===== src/rtl/clkgen_pkg.sv =====
// clkgen_pkg: state encoding and default timing constants for the DCM lock sequencer.
package clkgen_pkg;
  typedef enum logic [2:0] {S_DRST, S_WAIT, S_SETTLE, S_RUN, S_FAIL} seq_state_t;
  localparam int DEF_RST_PULSE    = 4;
  localparam int DEF_LOCK_TIMEOUT = 50000;
  localparam int DEF_SETTLE       = 1024;
  localparam int DEF_RETRY_MAX    = 7;
endpackage


===== src/rtl/sync2.sv =====
// sync2: two-flop synchronizer with asynchronous clear.
module sync2 (
  input  logic clk,
  input  logic rst,
  input  logic d,
  output logic q
);
  logic m;
  always_ff @(posedge clk or posedge rst)
    if (rst) {q, m} <= 2'b00;
    else     {q, m} <= {m, d};
endmodule


===== src/rtl/dcm_lock_seq.sv =====
// dcm_lock_seq: pulses DCM reset, waits for both locks, settles, then releases system reset with bounded retries.
module dcm_lock_seq
  import clkgen_pkg::*;
#(
  parameter int RST_PULSE    = DEF_RST_PULSE,
  parameter int LOCK_TIMEOUT = DEF_LOCK_TIMEOUT,
  parameter int SETTLE       = DEF_SETTLE,
  parameter int RETRY_MAX    = DEF_RETRY_MAX
) (
  input  logic       CLK,
  input  logic       RST,
  input  logic       CPU_LOCKED,
  input  logic       VID_LOCKED,
  input  logic       CPU_FXSTOP,
  input  logic       VID_FXSTOP,
  output logic       DCM_RST,
  output logic       SYS_RST,
  output logic       READY,
  output logic       FAIL,
  output logic [2:0] RETRY_CNT
);
  localparam logic [15:0] PULSE_END   = 16'(RST_PULSE - 1);
  localparam logic [15:0] TIMEOUT_END = 16'(LOCK_TIMEOUT - 1);
  localparam logic [15:0] SETTLE_END  = 16'(SETTLE - 1);
  localparam logic [2:0]  RETRY_LIM   = 3'(RETRY_MAX);
  seq_state_t  state, state_nx;
  logic [15:0] cnt, cnt_nx;
  logic [2:0]  retry_nx;
  logic        lk_cpu, lk_vid, fx_cpu, fx_vid, ok, retry, at_max;
  logic        dcm_rst_nx, sys_rst_nx, ready_nx, fail_nx;
  sync2 u_lk_cpu (.clk(CLK), .rst(RST), .d(CPU_LOCKED), .q(lk_cpu));
  sync2 u_lk_vid (.clk(CLK), .rst(RST), .d(VID_LOCKED), .q(lk_vid));
  sync2 u_fx_cpu (.clk(CLK), .rst(RST), .d(CPU_FXSTOP), .q(fx_cpu));
  sync2 u_fx_vid (.clk(CLK), .rst(RST), .d(VID_FXSTOP), .q(fx_vid));
  assign ok     = lk_cpu & lk_vid & ~fx_cpu & ~fx_vid;
  assign at_max = RETRY_CNT == RETRY_LIM;
  always_ff @(posedge CLK or posedge RST)
    if (RST) begin
      state     <= S_DRST;
      cnt       <= '0;
      RETRY_CNT <= '0;
      DCM_RST   <= 1'b1;
      SYS_RST   <= 1'b1;
      READY     <= 1'b0;
      FAIL      <= 1'b0;
    end else begin
      state     <= state_nx;
      cnt       <= cnt_nx;
      RETRY_CNT <= retry_nx;
      DCM_RST   <= dcm_rst_nx;
      SYS_RST   <= sys_rst_nx;
      READY     <= ready_nx;
      FAIL      <= fail_nx;
    end
  always_comb begin
    state_nx = state;
    retry_nx = RETRY_CNT;
    retry    = 1'b0;
    case (state)
      S_DRST:   if (cnt == PULSE_END) state_nx = S_WAIT;
      S_WAIT:   if (ok) state_nx = S_SETTLE;
                else if (cnt == TIMEOUT_END) retry = 1'b1;
      S_SETTLE: if (!ok) retry = 1'b1;
                else if (cnt == SETTLE_END) begin
                  state_nx = S_RUN;
                  retry_nx = '0;
                end
      S_RUN:    if (!ok) retry = 1'b1;
      default:  ;
    endcase
    if (retry) begin
      state_nx = at_max ? S_FAIL : S_DRST;
      retry_nx = at_max ? RETRY_CNT : RETRY_CNT + 3'd1;
    end
    // Counter only runs in the timed states so it can never wrap while idling in RUN or FAIL.
    cnt_nx = (state_nx != state) ? '0 : (state == S_RUN || state == S_FAIL) ? cnt : cnt + 16'd1;
  end
  // Outputs register the decode of the next state so they line up with the state register.
  always_comb begin
    dcm_rst_nx = state_nx == S_DRST;
    sys_rst_nx = state_nx != S_RUN;
    ready_nx   = state_nx == S_RUN;
    fail_nx    = state_nx == S_FAIL;
  end
endmodule


===== config.mk =====
export PLATFORM = sky130hd
export DESIGN_NAME = dcm_lock_seq
export DESIGN_NICKNAME = d
export VERILOG_FILES = /design/src/rtl/clkgen_pkg.sv /design/src/rtl/sync2.sv /design/src/rtl/dcm_lock_seq.sv
export SDC_FILE = /design/constraint.sdc
export NUM_CORES = 1
export LEC_CHECK = 0
export CAP_MARGIN = 20
export CORE_UTILIZATION = 40
export DETAILED_ROUTE_END_ITERATION = 6
export RECOVER_POWER = 25
export SYNTH_ARGS = -nofsm -noshare
export SYNTH_HDL_FRONTEND = slang
export SYNTH_SLANG_ARGS = --single-unit

===== constraint.sdc =====
create_clock -name CLK -period 2.7 [get_ports CLK]
set_input_delay 0.54 -clock CLK [delete_from_list [all_inputs] [get_ports CLK]]
set_output_delay 0.54 -clock CLK [all_outputs]
set_load 0.01 [all_outputs]

# Word level (Yosys, flattened, before mapping)
# Cells that the tools add are included.
# word_totals
mem_bits_ro	0
register_bits	34
memories	0
latch_bits	0
ram_bits	0
# classes
magnitude_cmp	0
eq_ne	14
bitwise_logic	5
reduce_logical	8
multipliers	0
mux	18
div_mod_pow	0
shift	0
n_addsub	2
# op_table
op	count
$mux W3	11
$mux W16	2
$add A16 B1 Y16 const B	1
$eq A16 B10 Y1 const B	1
$eq A16 B16 Y1 const B	1
$eq A16 B2 Y1 const B	1
$eq A3 B2 Y1 const B	3
$eq A3 B3 Y1 const B	3
$pmux W3 S3	1
$logic_not A3 Y1	2
$reduce_bool A2 Y1	3
$ne A2 B2 Y1 const B	2
$reduce_and A4 Y1	1
$add A3 B1 Y3 const B	1
$and A1 B1 Y1	3
$eq A3 B1 Y1 const B	1
$mux W1	3
$ne A3 B2 Y1 const B	1
$ne A3 B3 Y1	1
$not A1 Y1	2
$pmux W1 S2	1
$reduce_or A2 Y1	1
$logic_or A1 B1 Y1	1

# Depth between registers and ports, before layout
# depth
word_depth	8
depth_mapped	8
mapped_depth_nobuf	7

# By module
# From an unflattened synthesis, not the netlist that was laid out.
# hier_totals
cells_unflattened	159
area_unflattened_um2	1711.6
# modules_own_cells
mod	instances	cells_per_inst	area_per_inst_um2
dcm_lock_seq	1	147	1496.4
sync2	4	3	53.8

# Worst setup path before layout
# OpenSTA, ideal clock, no wires.
# synth_path
path_kind	register to register
start	reg cnt[0]
end	reg cnt[15]
path_stages_with_launch	8
arrival_ns	1.792
required_time_ns	2.581
n_path_buf	1
slack_ns	0.789
path_cell_list	dfrtp_1 > ha_1 > or3b_1 > nor3_2 > a32oi_1 > o211ai_2 > buf_4 > nor2_1
# synth_between
elab_chain_len	7
word_cells_on_any_way	16
cone_classes	add/sub (1); eq/ne (5); mux (10)
# synth_rtl
item	line	source
start: declaration	dcm_lock_seq.sv:27	logic [15:0] cnt, cnt_nx;
start signal: assignment	dcm_lock_seq.sv:48	cnt <= cnt_nx;
$eq A16 B10 Y1 or $eq A16 B16 Y1 (tied branches)	dcm_lock_seq.sv:64, dcm_lock_seq.sv:62	
$mux W3 or $mux W1 (tied branches)	dcm_lock_seq.sv:64, dcm_lock_seq.sv:62	
$mux W3 or $mux W1 (tied branches)	dcm_lock_seq.sv:63, dcm_lock_seq.sv:61	
$pmux W3 S3 or $pmux W1 S2 (tied branches)	dcm_lock_seq.sv:59	case (state)
$mux W3	dcm_lock_seq.sv:71	if (retry) begin
$ne A3 B3 Y1	dcm_lock_seq.sv:76	cnt_nx = (state_nx != state) ? '0 : (state == S_RUN || state == S_FAIL) ? cnt : cnt + 16'd1;
$ne A2 B2 Y1 (no line) or $mux W16 (tied branches)	n/a	
# Several ways; a longest one is shown, not always the timed one. The select of a mux whose other input is x is not followed.
# A chain may end at the register's enable or synchronous reset.

# Final worst setup path
# layout_path
start	reg cnt[0]
end	reg cnt[8]
# The elaborated chain is that of the path after synthesis.

==> results.toml <==
[grt]
grt_pass1_vias = 1245
grt_max_degree = 35
antenna_found_initial = 0
grt_pass1_wl_um = 5730
track_usage_pct = 17.5
grt_overflow_total = 0

[placement]
io_buffers = 12
dpl_cell_area_mm2 = 0.00193
dp_hpwl_um = 2420
gp_congestion = 0.846

[outcome]
status = "completed"

[timing]
skew_ns = 0.00889
period_share_pct = 83.7
fmax_mhz = 443
hold_viol = 0
slew_viol_final = 0
tns_ns = 0
min_period_ns = 2.26
tightestPinTransition_ns = 0.830
setup_violations = 0
max_slew_margin_pct = 44.7
rsz0062_at_grt = "no"

[layout]
area_growth_pct = 17.7
final_layout_size_suffix_gt1_share_pct = 14.0
mostFrequentLayoutCells = "32 x dfrtp_1, 25 x nor2_1, 13 x nand2_1, 12 x xnor2_1, 9 x inv_1"
fillers = 398
nNetsFinal = 194
final_cell_area_mm2 = 0.00207
diodes = 0
layout_commonest_cell = "dfrtp_1"

[yosys]
synth_top_area_share_pct = 45.6
ys_ff_latch = 34
synth_top_cells_by_area = "dfrtp_1 46%, xnor2_1 6.0%, nor2_1 5.3%"
synth_top_area_cell = "dfrtp_1"
yosys_warnings = 0
yosysSeqAreaShare_pct = 48.6
synth_edf_count = 0
synthArstFlopShare_pct = 100
syn-cell-area_mm2 = 0.00176
ys.flop_type = "dfrtp_1"
yosysUniqueCellTypes = 44
synth_cells = 168
syn_avg_cell_area_um2 = 10.4
synth_nets = 177

[power]
leakage_uw = 0.000856
powerDensity_mw_per_mm2 = 842
ir_drop_v = 0.000452

[detailed_routing]
wire_per_inst_um = 14.3
drt-vias-per-instance = 5.27
drtIter0Drc = 59
routed_wl_um = 3370
detail_route.first_pass.iterations = 4
ant_nets = 0
via_count = 1244
drc = 0

[worst_setup_path]
crit_chain = "ha_1 > or3b_1 > nor3_2 > a32oi_1 > o211ai_2 > nor2_1"
crit_fanout = 13
cp_slowest_cell = "o211ai_2"
crit_arrival_ns = 2.42
slowest_delay_ns = 0.48
critPathBufInv = 0
crit_family = "simple AND/OR/NAND/NOR gates"
critPathRequiredTime_ns = 2.86
startpoint_type = "register"
crit_path_end_kind = "register"
worst-setup-path-type = "register to register"

[cts]
insertion_delay_ns = 0.30
post_cts_buffers = 0
cts.sinks = 34
clockRootBuffer = "clkbuf_8"
postCtsHoldBufs = 0
cts_resized = 0
cts_buffer_depth = 2
cts_tree = "yes"
htree_levels = 2
clk_pin_slew_ns = 0.07
cts_buffers = 5

[die]
initial_core_util_pct = 42.7
core_area_mm2 = 0.00412
pin_count = 13
die_w_um = 68.2
fp.dieH_um = 68.2
rows = 23
die_area_mm2 = 0.00466

[job]
drv_cap = 0

[worst_hold_path]
worstHoldPathType = "register to register"
==> cells by family after synthesis <==
logic type	synth area share (%)
muxes	2.85
xor gates and xnor gates	7.98
buffers and inverters	3.42
AOI/OAI and AO/OA	6.77
and+or+nand+nor	28.2
adders and majority gates	2.14
DFF	48.6
==> synth_stat cells (3+ instances only) <==
cell,count
nor3_1,6
nand3_1,4
xnor2_1,12
and3_1,3
buf_2,3
ha_1,3
inv_1,9
xor2_1,4
nand4_1,3
nor4_2,4
mux2i_1,5
dfrtp_1,32
nor2_1,25
nor4_1,3
a21oi_1,4
nand2_1,13
==> where the power goes <==
group	switching [uW]	leakage, uW	total (uW)	internal [uW]
sequential	91.2	0.000437	690	599
combinational	259	0.000351	483	224
clock	196	0.0000683	566	370
total	546	0.000856	1740	1190
==> worst paths after layout <==
check	start	end	slack, ns	depth (start not counted)
setup / recovery	cnt[0]	cnt[8]	0.44	6
hold / removal	u_fx_cpu.m	u_fx_cpu.q	0.35	0
setup reg to reg	cnt[0]	cnt[8]	0.44	6
hold reg to reg	u_fx_cpu.m	u_fx_cpu.q	0.35	0
max in group asynchronous	RST	cnt[13]	1.23	3
min in group asynchronous	RST	u_lk_vid.m	0.94	3
==> flip-flops by register name, summed over array words and instances, names as in the netlist <==
signal	flops
u_lk_cpu.m	1
u_fx_vid.q	1
u_fx_cpu.m	1
SYS_RST	1
u_lk_cpu.q	1
u_fx_cpu.q	1
FAIL	1
u_fx_vid.m	1
DCM_RST	1
cnt	16
RETRY_CNT	3
READY	1
u_lk_vid.m	1
u_lk_vid.q	1
state	3
==> final cells by class <==
type                       instances  area (um^2)  share of cell area [%]
multi-input combinational        120          842                    40.8
clock inverter                     3         68.8                    3.33
inverter                          10         37.5                    1.82
clock buffer                       5         68.8                    3.33
timing repair buffer              14          133                    6.42
tap                               50         62.6                    3.03
sequential                        34          853                    41.3
==> per-stage QoR <==
step                worst slack, ns  power, uW  hold WS, ns  util, %  std cells
global route                  0.269       1840        0.360     50.2        236
global placement              0.544       1170        0.332     46.9        228
floorplan                     0.789       1030        0.331        -        168
detailed placement            0.424       1190        0.339     46.9        228
CTS                           0.421       1760        0.356     50.3        236
finish                        0.441       1740        0.353     50.2        236
==> layer usage <==
layer / GRT usage, % / wire, um / share of wire [%]
met1: 21.4 / 1650 / 49
met2: 27.2 / 1560 / 46
met3: 4.50 / 74 / 2.2
met4: 11.5 / 83 / 2.5
met5: 0 / 0 / 0
Note: power is estimated with default switching activity, not from simulation.
